**src/rtl/prime_mul_gen_if.sv**
```systemverilog
// Operand/product handshake bundle between the multiplier and its neighbours.
// The master end supplies operands and consumes c; the slave end is the multiplier.
interface prime_mul_gen_if #(
    parameter int A_W = 24,
    parameter int B_W = 18,
    parameter int C_W = A_W + B_W
);
    logic           in_valid;
    logic           in_ready;
    logic [A_W-1:0] a;
    logic [B_W-1:0] b;
    logic           out_valid;
    logic           out_ready;
    logic [C_W-1:0] c;
    logic           busy;

    modport master (
        output in_valid, a, b, out_ready,
        input  in_ready, out_valid, c, busy
    );

    modport slave (
        input  in_valid, a, b, out_ready,
        output in_ready, out_valid, c, busy
    );
endinterface

```
**src/rtl/prime_mul_gen.sv**
```systemverilog
// Shift-add a*b multiplier feeding the p = 2^24-63 reducer; B_W cycles from accept to out_valid.
// Holds c/out_valid while out_ready is low; in_ready stays low until the product is taken.
module prime_mul_gen #(
    parameter int A_W = 24,
    parameter int B_W = 18,
    parameter int C_W = A_W + B_W
) (
    input  logic           clk,
    input  logic           rst_n,
    prime_mul_gen_if.slave mul_if
);
    localparam int CNT_W = $clog2(B_W);

    typedef enum logic [1:0] {
        IDLE = 2'd0,
        MUL  = 2'd1,
        DONE = 2'd2
    } state_t;

    state_t           state_q, state_d;
    logic [A_W-1:0]   a_q, a_d;
    logic [B_W-1:0]   b_q, b_d;
    logic [C_W-1:0]   acc_q, acc_d;
    logic [C_W-1:0]   c_q, c_d;
    logic [CNT_W-1:0] cnt_q, cnt_d;

    logic [C_W-1:0]   partial;
    logic [C_W-1:0]   acc_sum;
    logic             last_step;
    logic             accept;
    logic             drain;

    assign accept    = (state_q == IDLE) && mul_if.in_valid;
    assign drain     = (state_q == DONE) && mul_if.out_ready;
    assign last_step = (cnt_q == CNT_W'(B_W - 1));
    assign partial   = b_q[0] ? (C_W'(a_q) << cnt_q) : '0;
    assign acc_sum   = acc_q + partial;

    always_ff @(posedge clk or negedge rst_n) begin
        if (!rst_n) begin
            state_q <= IDLE;
        end else begin
            state_q <= state_d;
        end
    end

    always_comb begin
        state_d = state_q;
        unique case (state_q)
            IDLE:    if (accept) state_d = MUL;
            MUL:     if (last_step) state_d = DONE;
            DONE:    if (drain) state_d = IDLE;
            default: state_d = IDLE;
        endcase
    end

    // Handshake outputs decode the state register only, so no input reaches them combinationally.
    always_comb begin
        mul_if.in_ready  = (state_q == IDLE);
        mul_if.out_valid = (state_q == DONE);
        mul_if.busy      = (state_q == MUL) || (state_q == DONE);
    end

    always_comb begin
        a_d   = a_q;
        b_d   = b_q;
        acc_d = acc_q;
        cnt_d = cnt_q;
        c_d   = c_q;
        if (accept) begin
            a_d   = mul_if.a;
            b_d   = mul_if.b;
            acc_d = '0;
            cnt_d = '0;
        end else if (state_q == MUL) begin
            acc_d = acc_sum;
            b_d   = b_q >> 1;
            cnt_d = cnt_q + CNT_W'(1);
            if (last_step) begin
                c_d = acc_sum;
            end
        end
    end

    always_ff @(posedge clk or negedge rst_n) begin
        if (!rst_n) begin
            a_q   <= '0;
            b_q   <= '0;
            acc_q <= '0;
            cnt_q <= '0;
            c_q   <= '0;
        end else begin
            a_q   <= a_d;
            b_q   <= b_d;
            acc_q <= acc_d;
            cnt_q <= cnt_d;
            c_q   <= c_d;
        end
    end

    assign mul_if.c = c_q;
endmodule
```
**src/flat_wrapper.sv**
```systemverilog
// flat-port wrapper written by rule: the top's interface ports become plain ports
module prime_mul_gen_flat 
#(
    parameter int A_W = 24,
    parameter int B_W = 18,
    parameter int C_W = A_W + B_W
)
  (clk, rst_n, mul_if_in_valid, mul_if_a, mul_if_b, mul_if_out_ready, mul_if_in_ready, mul_if_out_valid, mul_if_c, mul_if_busy);
  prime_mul_gen_if #(.A_W(A_W), .B_W(B_W), .C_W(C_W)) mul_if_i ();
  input  logic clk;
  input  logic rst_n;
  input wire logic [$bits(mul_if_i.in_valid)-1:0] mul_if_in_valid;
  input wire logic [$bits(mul_if_i.a)-1:0] mul_if_a;
  input wire logic [$bits(mul_if_i.b)-1:0] mul_if_b;
  input wire logic [$bits(mul_if_i.out_ready)-1:0] mul_if_out_ready;
  output wire logic [$bits(mul_if_i.in_ready)-1:0] mul_if_in_ready;
  output wire logic [$bits(mul_if_i.out_valid)-1:0] mul_if_out_valid;
  output wire logic [$bits(mul_if_i.c)-1:0] mul_if_c;
  output wire logic [$bits(mul_if_i.busy)-1:0] mul_if_busy;
  assign mul_if_i.in_valid = mul_if_in_valid;
  assign mul_if_i.a = mul_if_a;
  assign mul_if_i.b = mul_if_b;
  assign mul_if_i.out_ready = mul_if_out_ready;
  assign mul_if_in_ready = mul_if_i.in_ready;
  assign mul_if_out_valid = mul_if_i.out_valid;
  assign mul_if_c = mul_if_i.c;
  assign mul_if_busy = mul_if_i.busy;
  prime_mul_gen #(.A_W(A_W), .B_W(B_W), .C_W(C_W)) u_core (.clk(clk), .rst_n(rst_n), .mul_if(mul_if_i));
endmodule
```
**config.mk**
```make
export PLATFORM = sky130hd
export DESIGN_NAME = prime_mul_gen_flat
export DESIGN_NICKNAME = d
export VERILOG_FILES = /design/src/rtl/prime_mul_gen_if.sv /design/src/rtl/prime_mul_gen.sv /design/src/flat_wrapper.sv
export SDC_FILE = /design/constraint.sdc
export NUM_CORES = 1
export LEC_CHECK = 0
export CORE_MARGIN = 2
export CORE_UTILIZATION = 55
export CTS_CLUSTER_SIZE = 30
export DETAILED_ROUTE_END_ITERATION = 8
export PLACE_DENSITY = 0.77
export SYNTH_ARGS = -nofsm -noshare
export SYNTH_HDL_FRONTEND = slang
export SYNTH_SLANG_ARGS = --single-unit
```
**constraint.sdc**
```tcl
create_clock -name clk -period 7.4 [get_ports clk]
set_input_delay 1.48 -clock clk [delete_from_list [all_inputs] [get_ports clk]]
set_output_delay 1.48 -clock clk [all_outputs]
set_load 0.1 [all_outputs]
```
==> results of run 1 <==
==> cell type report <==
type / count / area, sq um / share of cell area [%]
flip-flops and latches: 133 / 3330 / 30.2
multi-input cells: 864 / 5720 / 51.9
well taps: 220 / 275 / 2.50
inverters: 25 / 93.8 / 0.851
repair buffers: 100 / 977 / 8.86
clock inverters: 14 / 199 / 1.80
clock buffers: 18 / 429 / 3.89
==> stage by stage <==
stage,hold slack (ps),cells,setup slack [ps],utilization (%)
after floorplan,466,1092,3170,-
after global placement,461,1342,2360,62.5
after detailed placement,472,1342,2340,62.5
after CTS,485,1374,2290,66.3
after global routing,497,1374,1800,66.3
final,480,1374,2200,66.3
==> power breakdown <==
group	internal, uW	total [uW]	switching (uW)
Clock	568	922	354
Sequential	952	1180	225
Combinational	977	2690	1710
Total	2500	4790	2290
==> synthesized netlist by cell type, types with 14 or more instances <==
cell type / number / share of area [%]
a21oi_1: 65 / 3.5
xor2_1: 17 / 1.6
nor3_1: 20 / 1.1
xnor2_1: 22 / 2.0
a211oi_1: 19 / 1.5
nand3_1: 23 / 1.2
inv_1: 24 / 0.96
mux2_2: 35 / 4.2
nand4_1: 14 / 0.93
a21o_1: 29 / 2.3
dfrtp_1: 133 / 35
clkbuf_1: 56 / 2.2
nor2_1: 102 / 4.1
nand2_1: 181 / 7.2
mux2i_1: 62 / 6.6
o21ai_0: 80 / 4.3
ha_1: 47 / 6.3
==> worst min path at each step <==
stage	start	end
global placement	u_core.mul_if.c[17]$_DFFE_PN0P_	u_core.mul_if.c[17]$_DFFE_PN0P_
CTS	u_core.mul_if.c[31]$_DFFE_PN0P_	u_core.mul_if.c[31]$_DFFE_PN0P_
floorplan	u_core.b_q[17]$_DFFE_PN0P_	u_core.b_q[17]$_DFFE_PN0P_
global route	u_core.mul_if.c[40]$_DFFE_PN0P_	u_core.mul_if.c[40]$_DFFE_PN0P_
finish	u_core.mul_if.c[31]$_DFFE_PN0P_	u_core.mul_if.c[31]$_DFFE_PN0P_
detailed placement	u_core.mul_if.c[31]$_DFFE_PN0P_	u_core.mul_if.c[31]$_DFFE_PN0P_
==> metal layers <==
metal	vias up	track usage, %
met2	315	46.4
met1	3968	40.4
met5	-	0
li1	4009	-
met4	0	12.5
met3	62	5.26
==> kinds of logic after synthesis <==
logic type	synth area share (%)
adder cells (fa/ha/maj)	6.46
buffers and inverters	3.91
XOR/XNOR	3.63
AND/OR/NAND/NOR	18.6
multiplexers	14.0
AO/OA/AOI/OAI	18.1
flip-flops	35.4
==> sequential cells by signal, indices dropped and copies added (netlist names) <==
signal / cells
u_core.acc_q: 42
u_core.mul_if.c: 42
u_core.a_q: 24
u_core.b_q: 18
u_core.cnt_q: 5
u_core.state_q: 2
==> cells in the final DEF, fill, tap and decap left out, types with 19 or more instances in the layout <==
| master | n |
|---|---|
| a21o_1 | 29 |
| nand3_1 | 23 |
| nor3_1 | 20 |
| mux2_2 | 35 |
| clkdlybuf4s50_1 | 89 |
| dfrtp_1 | 133 |
| xnor2_1 | 22 |
| a211oi_1 | 19 |
| ha_1 | 46 |
| inv_1 | 24 |
| mux2i_1 | 62 |
| nand2_1 | 181 |
| o21ai_0 | 80 |
| nor2_1 | 102 |
| a21oi_1 | 65 |
==> worst reg2reg max path, delay by kind of cell, from the launching register on <==
kind	cells	cell delay [ps]
compound gates	6	1340
simple gates	4	1190
flops	1	950
fa+ha+maj	1	530
mux	2	510
buf+inv	1	370
xor+xnor	1	210
==> results.toml, run 1 <==
[clocking]
cts_hold_buffers = 0
cts_resized = 0
clk_pin_slew_ps = 60
cts.htree.levels = 4
clock_sinks = 133
insertion_delay_ps = 430
clockRootBuffer = "clkbuf_16"
cts_buffer_depth = 2
post_cts_buffers = 0
cts_tree = "done"
cts_buffers = 17

[setup_path]
cp-end-kind = "register"
crit_family = "compound AO/OA/AOI/OAI gates"
path_buf_inv = 1
slowest_stage = "dfrtp_1"
crit_path_max_incr_delay_ps = 950
r2r-start = "u_core.cnt_q[1]$_DFFE_PN0P_"
worstSetupStartpointType = "register"
path_cells = "buf_4 -> mux2_2 -> o21ai_0 -> mux2i_1 -> a211oi_1 -> a211oi_1 -> ha_1 -> and4_1 -> nand3_1 -> nor4_1 -> o311ai_1 -> nand3_1 -> a41oi_1 -> xor2_1 -> o21ai_0"
worstReg2RegEnd = "u_core.mul_if.c[40]$_DFFE_PN0P_"
r2r_cells = 15
setup.worst_path.start = "u_core.cnt_q[1]$_DFFE_PN0P_"
worstSetupPathType = "register to register"
crit_end = "u_core.mul_if.c[40]$_DFFE_PN0P_"
crit_arrival_ps = 5540
worstPathMaxFanout = 25
path_depth = 15
reg2reg_slack_ps = 2200
worstPathRequired_ps = 7750

[drt]
vias_per_cell = 6.08
wl_met2_microns = 11900
dr_wl_met3_microns = 1470
drt_iter0_drc = 742
drc = 0
routed_wl_microns = 25900
wire_per_inst_microns = 18.8
ant_nets = 0
firstDrtPassIters = 6
vias = 8354
drt-met1-wl_microns = 11700
routed.top_layer = "met4"

[sta]
finalMaxSlewViolations = 0
rsz0062_at_grt = "false"
fin_crit_ps = 5200
hold_viol = 0
setup_viol = 0
fin_crit_sh_pct = 70.2
finClkSkew_ps = 10.1
tns_ps = 0
slew_headroom_pct = 29.6
tightestPinTransition_ps = 1060
timing.fmax_mhz = 192

[die]
pin_count = 91
dieArea_sq_um = 18200
rows = 47
start_util_pct = 56.5
core_area_sq_um = 16600
die_y_microns = 135
die_w_microns = 135

[outcome]
status = "finished, final reports clean"

[logic_synthesis]
yosys_warnings = 0
syn-instance-count = 1092
syn_avg_cell_area_sq_um = 8.61
synth_area_sq_um = 9410
syn_nets = 1186
async_flop_share_pct = 100
synth_edf_count = 0
ys_seq_area_share_pct = 35.4
synth.distinct_cells = 63
synth_ff_type = "dfrtp_1"
ys_ff_latch = 133

[grt]
overflow = 0
grt_max_degree = 91
grt_pass1_vias = 8038
antenna_found_initial = 0
grt_first_pass_wirelength_microns = 42200
gr-usage-all-layers_pct = 29.5

[flow_run]
drv_cap = 0

[power_and_ir_drop]
power.density_nw_per_um2 = 434
leakage_uw = 0.00511
total_power_uw = 4790
ir_worst_vdd_v = 0.000212

[place]
post_dp_cell_area_sq_um = 10400
dp_hpwl_microns = 18100
place_congestion = 0.948
port_buffers = 90

[final_layout]
fin_area_sq_um = 11000
nets = 1235
nFillCells = 1395
antennaDiodeCount = 0
drive_gt1_share_pct = 8.58
area_growth_pct = 17.2

[min_path]
hold_path_depth = 2
hp-class = "register to register"
Power figures use the tool's default switching activity.
==> inputs of run 2 (changes only) <==
--- a/config.mk
+++ b/config.mk
@@ -6,10 +6,10 @@
 export NUM_CORES = 1
 export LEC_CHECK = 0
 export CORE_MARGIN = 2
-export CORE_UTILIZATION = 55
+export CORE_UTILIZATION = 53
 export CTS_CLUSTER_SIZE = 30
 export DETAILED_ROUTE_END_ITERATION = 8
-export PLACE_DENSITY = 0.77
+export PLACE_DENSITY = 0.78
 export SYNTH_ARGS = -nofsm -noshare
 export SYNTH_HDL_FRONTEND = slang
 export SYNTH_SLANG_ARGS = --single-unit
==> constraint.sdc (replaced) <==
create_clock -name clk -period 4.6 [get_ports clk]
set_input_delay 0.92 -clock clk [delete_from_list [all_inputs] [get_ports clk]]
set_output_delay 0.92 -clock clk [all_outputs]
set_load 0.1 [all_outputs]
==> run 2 against run 1 <==
Flip-flop and latch count unchanged. Total power increased by 63%. Cell count increased by 1.9%. Clock skew decreased by 2.7 ps. Utilization decreased by 1.5 points. Sequential power increased by 57%. First-iteration DRC count increased by 1.1%. Sequential share of layout area decreased by 0.49 points. Non-clock buffer count increased by 21. Highest routed layer unchanged.
==> results.toml, run 2 (synthesis gave the netlist of run 1 again) <==
[outcome]
status = "finished, final reports clean"

[die]
dieArea_sq_um = 18800
pin_count = 91
die_y_microns = 137
core_area_sq_um = 17300
rows = 48
die_w_microns = 137
start_util_pct = 54.4

[clocking]
clk_pin_slew_ps = 60
cts.htree.levels = 4
cts_buffers = 17
insertion_delay_ps = 430
clock_sinks = 133
cts_tree = "done"
cts_buffer_depth = 2
clockRootBuffer = "clkbuf_16"

[min_path]
hp-class = "register to register"

[setup_path]
cp-end-kind = "register"
crit_arrival_ps = 4710
worstPathRequired_ps = 4910
worstSetupPathType = "register to register"
worstSetupStartpointType = "register"
worstPathMaxFanout = 34

[grt]
grt_max_degree = 91
antenna_found_initial = 0
overflow = 0
grt_first_pass_wirelength_microns = 41900
grt_pass1_vias = 8048
gr-usage-all-layers_pct = 28.9

[power_and_ir_drop]
ir_worst_vdd_v = 0.000408
leakage_uw = 0.00521
power.density_nw_per_um2 = 698

[final_layout]
final-seq-area_sq_um = 3330
antennaDiodeCount = 0
final_cell_mix = "nand2_1, dfrtp_1, nor2_1"
nFillCells = 1453
instances_no_fill = 1400
drive_gt1_share_pct = 10.5
final_common_cell = "nand2_1"
fin_util_pct = 64.8
area_growth_pct = 19.2
nets = 1256
multiInputGateArea_sq_um = 5740
fin_area_sq_um = 11200

[sta]
tightestPinTransition_ps = 1150
fin_crit_sh_pct = 95.7
timing.fmax_mhz = 227
tns_ps = 0
finalMaxSlewViolations = 0
slew_headroom_pct = 23.6
setup_viol = 0
postLayoutSetupSlackWorst_ps = 197
fin_crit_ps = 4400
finClkSkew_ps = 7.43
hold_viol = 0

[drt]
routed_wl_microns = 26000
drt_iter0_drc = 750
firstDrtPassIters = 6
drc = 0
wire_per_inst_microns = 18.6
vias_per_cell = 5.95
ant_nets = 0
vias = 8328

[place]
post_dp_cell_area_sq_um = 10600
dp_hpwl_microns = 18900
place_congestion = 1.00
port_buffers = 90
place_ws_ps = 234
dp.cells = 1368

[flow_run]
drv_cap = 0
[run 2: changes by cell type in the layout (fill, tap and decap cells not counted), sizes merged]
cell / delta
bufinv: -1
buf: +21
clkinvlp: +1
[run 2: final timing paths]
path                                                  from                         endpoint  slack [ps]  depth (start not counted)
min                        u_core.mul_if.c[36]$_DFFE_PN0P_  u_core.mul_if.c[36]$_DFFE_PN0P_         470                          2
max reg2reg                    u_core.cnt_q[0]$_DFFE_PN0P_     u_core.acc_q[36]$_DFFE_PN0P_         200                         15
max in group asynchronous                            rst_n   u_core.mul_if.c[5]$_DFFE_PN0P_        3150                          2
max                            u_core.cnt_q[0]$_DFFE_PN0P_     u_core.acc_q[36]$_DFFE_PN0P_         200                         15
min reg2reg                u_core.mul_if.c[36]$_DFFE_PN0P_  u_core.mul_if.c[36]$_DFFE_PN0P_         470                          2
min in group asynchronous                            rst_n  u_core.mul_if.c[39]$_DFFE_PN0P_         580                          1
[run 2: power by group]
part / total (uW) / internal [uW] / switching, uW
Clock: 1410 / 858 / 554
Sequential: 1850 / 1530 / 320
Combinational: 4560 / 1720 / 2850
Total: 7830 / 4110 / 3720
[run 2: metal layers]
| metal | vias up | GRT usage [%] | share of wire [%] |
|---|---|---|---|
| li1 | 4043 | - | - |
| met1 | 3938 | 37.7 | 44 |
| met2 | 300 | 47.8 | 48 |
| met3 | 47 | 5.96 | 6.2 |
| met4 | 0 | 9.91 | 2.2 |
| met5 | - | 0 | 0 |
[run 2: worst max-delay path, stage by stage, from the launching register on]
cell and delay, ps:
dfrtp_1 370, buf_12 220, mux4_2 570, mux2_2 290
a21oi_1 210, o22ai_1 100, and2_1 170, ha_1 350
a21oi_1 140, o21ai_0 130, or3_1 380, o311ai_1 350
nand3_1 250, and2_1 240, or4_1 400, o2111a_1 130
[run 2: area by class of cell]
type	instances	area share, %
sequential	133	29.7
clock inverter	14	1.57
tap	225	2.51
multi-input combinational	864	51.2
timing repair buffer	121	10.3
clock buffer	18	3.83
inverter	25	0.837
[run 2: timing repair]
| item | in CTS | in global routing |
|---|---|---|
| hold buffers | 0 | 0 |
| setup endpoints to repair | 0 | 6 |
| setup buffers | 0 | 0 |
| resized for setup | 0 | 6 |
[run 2: metrics by stage]
step / total power [uW] / hold slack, ps
after detailed placement: 6340 / 467
after CTS: 7800 / 480
after global routing: 8330 / 516
final: 7830 / 472
after floorplan: 5070 / 466
after global placement: 6280 / 461
==> inputs of run 3 (changes only) <==
--- a/config.mk
+++ b/config.mk
@@ -6,10 +6,10 @@
 export NUM_CORES = 1
 export LEC_CHECK = 0
 export CORE_MARGIN = 2
-export CORE_UTILIZATION = 53
+export CORE_UTILIZATION = 55
 export CTS_CLUSTER_SIZE = 30
 export DETAILED_ROUTE_END_ITERATION = 8
-export PLACE_DENSITY = 0.78
+export PLACE_DENSITY = 0.77
 export SYNTH_ARGS = -nofsm -noshare
 export SYNTH_HDL_FRONTEND = slang
 export SYNTH_SLANG_ARGS = --single-unit
==> constraint.sdc (replaced) <==
create_clock -name clk -period 5.3 [get_ports clk]
set_input_delay 1.06 -clock clk [delete_from_list [all_inputs] [get_ports clk]]
set_output_delay 1.06 -clock clk [all_outputs]
set_load 0.1 [all_outputs]
==> run 3 against run 2 <==
Cell count is 1.1% lower. Count of clock-buffer cells in the layout is 2 higher. Non-clock buffer count is 11 lower. Utilization is 1.9 points higher. Wire length is 2.3% higher. Register-to-register slack better by 220 ps. Largest cell class unchanged. Flip-flop and latch count stayed put. Critical endpoint unchanged. Via count is 1.4% higher. Fmax is 9.8% lower. Clock skew is 3.9 ps higher. First-iteration DRC count is 11% lower. Final area is 0.99% lower.
==> results.toml, run 3 (synthesis gave the netlist of run 1 again) <==
[setup_path]
crit_arrival_ps = 5200
r2r_cells = 14
r2r-start = "u_core.cnt_q[0]$_DFFE_PN0P_"
worstPathRequired_ps = 5620
worstSetupPathType = "register to register"
worstReg2RegEnd = "u_core.acc_q[36]$_DFFE_PN0P_"
cp-end-kind = "register"
reg2reg_slack_ps = 420
setup.worst_path.start = "u_core.cnt_q[0]$_DFFE_PN0P_"
worstPathMaxFanout = 15
crit_end = "u_core.acc_q[36]$_DFFE_PN0P_"
worstSetupStartpointType = "register"

[sta]
postLayoutSetupSlackWorst_ps = 418
finalMaxSlewViolations = 0
fin_crit_ps = 4880
tns_ps = 0
finClkSkew_ps = 11.3
tightestPinTransition_ps = 1160
hold_viol = 0
setup_viol = 0
timing.fmax_mhz = 205
fin_crit_sh_pct = 92.1
slew_headroom_pct = 22.8
rsz0062_at_grt = "false"

[grt]
grt_pass1_vias = 8152
overflow = 0
grt_max_degree = 99
grt_first_pass_wirelength_microns = 43100
antenna_found_initial = 0
gr-usage-all-layers_pct = 30.5

[drt]
drc = 0
wire_per_inst_microns = 19.3
vias_per_cell = 6.10
ant_nets = 0
firstDrtPassIters = 5
vias = 8441
drt_iter0_drc = 671
routed_wl_microns = 26600

[clocking]
clk_pin_slew_ps = 60
cts_resized = 0
cts.htree.levels = 4
clockRootBuffer = "clkbuf_16"
cts_buffers = 17
cts_tree = "done"
post_cts_buffers = 0
insertion_delay_ps = 440
cts_buffer_depth = 2
cts_hold_buffers = 0
clock_sinks = 133

[final_layout]
antennaDiodeCount = 0
final-seq-area_sq_um = 3330
drive_gt1_share_pct = 9.36
nFillCells = 1387
fin_util_pct = 66.7
final_common_cell = "nand2_1"
area_growth_pct = 18.0
final_cell_mix = "nand2_1, dfrtp_1, nor2_1"
multiInputGateArea_sq_um = 5720
nets = 1245

[power_and_ir_drop]
swShare_pct = 48.1
total_power_uw = 6750
power.density_nw_per_um2 = 608
leakage_uw = 0.00515
ir_worst_vdd_v = 0.000281
p_seq_share_pct = 25.0
internal_power_uw = 3500
p_comb_share_pct = 56.1
p_switching_uw = 3240
pwr-share-clk_pct = 18.9

[die]
core_area_sq_um = 16600
die_y_microns = 135
die_w_microns = 135
rows = 47
pin_count = 91
dieArea_sq_um = 18200
start_util_pct = 56.5

[place]
dp_hpwl_microns = 18900
place_congestion = 0.991
port_buffers = 90
place_ws_ps = 495

[outcome]
status = "finished, final reports clean"

[flow_run]
drv_cap = 0

[min_path]
hp-class = "register to register"
[run 3: worst max-delay path: stages, from the launching register on]
cell and delay, ps:
dfrtp_1 830, mux4_2 650, mux2_2 310, a21oi_1 290
o22ai_1 120, and2_1 180, ha_1 360, a21oi_1 180
o21ai_0 110, or3_1 350, o311ai_1 300, nand3_1 270
and2_1 250, or4_1 410, o2111a_1 130
[run 3: power by group through the flow]
stage / registers, uW / logic [uW] / clock network (uW)
floorplan: 1870 / 2520 / 0
detailed placement: 1690 / 3720 / 0
global placement: 1680 / 3710 / 0
CTS: 1670 / 3750 / 1280
global route: 1720 / 4110 / 1330
finish: 1680 / 3780 / 1280
[run 3: cell type report]
| type | instances | area share (%) |
|---|---|---|
| timing repair buffer | 110 | 9.48 |
| multi-input combinational | 864 | 51.6 |
| clock inverter | 12 | 1.51 |
| tap | 220 | 2.48 |
| clock buffer | 20 | 4.12 |
| sequential | 133 | 30.0 |
| inverter | 25 | 0.846 |
[run 3: worst min-delay path by stage]
stage	start	to	cells past startpoint
floorplan	u_core.b_q[17]$_DFFE_PN0P_	u_core.b_q[17]$_DFFE_PN0P_	2
finish	u_core.mul_if.c[17]$_DFFE_PN0P_	u_core.mul_if.c[17]$_DFFE_PN0P_	2
detailed placement	u_core.mul_if.c[17]$_DFFE_PN0P_	u_core.mul_if.c[17]$_DFFE_PN0P_	2
CTS	u_core.mul_if.c[33]$_DFFE_PN0P_	u_core.mul_if.c[33]$_DFFE_PN0P_	2
global route	u_core.mul_if.c[33]$_DFFE_PN0P_	u_core.mul_if.c[33]$_DFFE_PN0P_	2
global placement	u_core.mul_if.c[31]$_DFFE_PN0P_	u_core.mul_if.c[31]$_DFFE_PN0P_	2
[run 3: metrics by stage]
stage | area [sq um] | hold WS, ps | std cells
floorplan | 9410 | 466 | 1092
global placement | 10500 | 460 | 1352
detailed placement | 10500 | 470 | 1352
CTS | 11100 | 485 | 1384
global route | 11100 | 506 | 1384
finish | 11100 | 478 | 1384
[run 3: routing by layer]
layer	track usage [%]	vias to the layer above	part of all wire (%)
met1	40.9	3998	44
li1	-	4015	-
met5	0	-	0
met3	5.82	57	6.2
met2	49.0	371	47
met4	12.0	0	2.9
==> edit: new RTL, settings of run 1 <==
Encoding of `state_t`: now one-hot (3 bits for 3 states).
--- a/src/rtl/prime_mul_gen.sv
+++ b/src/rtl/prime_mul_gen.sv
@@ -11,10 +11,10 @@
 );
     localparam int CNT_W = $clog2(B_W);
 
-    typedef enum logic [1:0] {
-        IDLE = 2'd0,
-        MUL  = 2'd1,
-        DONE = 2'd2
+    typedef enum logic [2:0] {
+        IDLE = 3'b001,
+        MUL  = 3'b010,
+        DONE = 3'b100
     } state_t;
 
     state_t           state_q, state_d;
Formal check against the unedited RTL: same outputs for any inputs over 10 cycles, from zero or initial values and one cycle with rst_n low; not proved beyond that.
==> edit against run 1 <==
Power fell by 27%. Sequential cell count rose by 1. Non-clock buffer count fell by 1. Fmax rose by 11%. Sequential share of layout area rose by 2.1 points. Core utilization fell by 0.53 points. Clock skew fell by 2.5 ps. Final area fell by 5.7%. Synthesized area fell by 5.6%. Via count fell by 4.9%. Wire length fell by 14%. Critical path depth rose by 2. Worst setup slack improved by 530 ps. Critical path type unchanged. Critical endpoint is now u_core.mul_if.c[38]$_DFFE_PN0P_. Largest power group unchanged. Highest routed layer unchanged.
==> edit: results <==
export IMPL_ir_worst_vdd_mv=0.209
export IMPL_synthTopCellsByCount="215 x nand2_1, 133 x dfrtp_1, 97 x o21ai_0"
export IMPL_drt_met1_wl_mm=10.1
export IMPL_dr_pass1_iters=7
export IMPL_grt_util_all_layers_pct=27.7
export IMPL_status="finished, final reports clean"
export IMPL_cts_buffers=17
export IMPL_synth_cells=1067
export IMPL_r2r_slack_ps=2730
export IMPL_holdPathEnd="u_core.mul_if.c[12]$_DFFE_PN0P_"
export IMPL_clk_latency_ps=430
export IMPL_grt_pass1_vias=7536
export IMPL_critPathSlowestCell="a2111oi_4"
export IMPL_cts_setup_buffers=0
export IMPL_timing_rr_start="u_core.cnt_q[1]$_DFFE_PN0P_"
export IMPL_holdPathStages=2
export IMPL_crit_arrival_ps=4980
export IMPL_drt_initial_drc_count=629
export IMPL_worst_setup_path_end_kind="flop"
export IMPL_worstHoldPathType="reg -> reg"
export IMPL_cts_resized=0
export IMPL_slowest_delay_ps=460
export IMPL_seq_area_frac_synth_pct=37.8
export IMPL_r2r_cells=17
export IMPL_leakage_nw=4.55
export IMPL_final_cells=1347
export IMPL_dr_wl_met2_mm=10.6
export IMPL_min_from="u_core.mul_if.c[12]$_DFFE_PN0P_"
export IMPL_syn_nets=1157
export IMPL_finalClockSkew_ps=7.58
export IMPL_setup_violations=0
export IMPL_synth_area_top_cells="dfrtp_1 37%, nand2_1 9.1%, ha_1 6.1%"
export IMPL_drive_gt1_share_pct=7.52
export IMPL_gp_congestion=0.972
export IMPL_r2r_end="u_core.mul_if.c[38]$_DFFE_PN0P_"
export IMPL_wl_met3_mm=1.19
export IMPL_hpwl_mm=16.0
export IMPL_wirelength_mm=22.3
export IMPL_grt_max_degree=94
export IMPL_crit_path_start_kind="flop"
export IMPL_synth_distinct_cells=69
export IMPL_critPathMaxFanout=36
export IMPL_synth_flop_cell="dfrtp_1"
export IMPL_power_density_nw_per_um2=336
export IMPL_worstMarginPinSlew_ps=1110
export IMPL_vias_per_cell=5.90
export IMPL_grt_pass1_wl_mm=37.5
## edit: changes by cell type in the layout (fill, tap and decap cells not counted), sizes merged, moves of 6 or more
cell | run 1 | this run
a21o | 29 | 17
a21oi | 65 | 54
a31oi | 7 | 22
inv | 27 | 19
mux2 | 35 | 14
mux2i | 62 | 21
nand2 | 181 | 216
nand2b | 3 | 9
nand3 | 23 | 51
nand4 | 14 | 5
nor2 | 102 | 96
o21ai | 82 | 119
## edit: power breakdown
group	switching (mW)	internal, mW
sequential	0.148	0.915
combinational	1.07	0.594
clock	0.326	0.445
total	1.54	1.95
## edit: per-layer routing
metal	global-route usage, %	vias to the layer above
li1	-	3858
met1	38.5	3780
met5	0	-
met3	4.59	41
met2	44.2	267
met4	9.51	0
## edit: kinds of logic after synthesis
| kind of cell | count (synthesis) | share of synthesized area [%] |
|---|---|---|
| AND/OR/NAND/NOR | 434 | 21.1 |
| XOR/XNOR | 42 | 4.14 |
| flip-flops | 134 | 37.8 |
| adder cells (fa/ha/maj) | 44 | 6.29 |
| multiplexers | 46 | 6.93 |
| buffers and inverters | 85 | 3.71 |
| AO/OA/AOI/OAI | 282 | 20.0 |
## edit: layout make-up
class / instances / area, sq um
repair buffers: 99 / 970
fillers: 1383 / 5430
well taps: 216 / 270
clock inverters: 11 / 77.6
clock buffers: 21 / 460
multi-input cells: 848 / 5200
flip-flops and latches: 134 / 3350
inverters: 18 / 67.6
## edit: stage by stage
stage	setup WS [ps]	utilization, %	power [mW]	instance area (sq um)	hold WS [ps]
global placement	2830	62.3	2.67	9860	459
floorplan	3120	-	2.27	8880	461
CTS	2770	65.7	3.49	10400	481
detailed placement	2810	62.3	2.70	9860	469
finish	2730	65.7	3.50	10400	473
global route	2390	65.7	3.73	10400	506
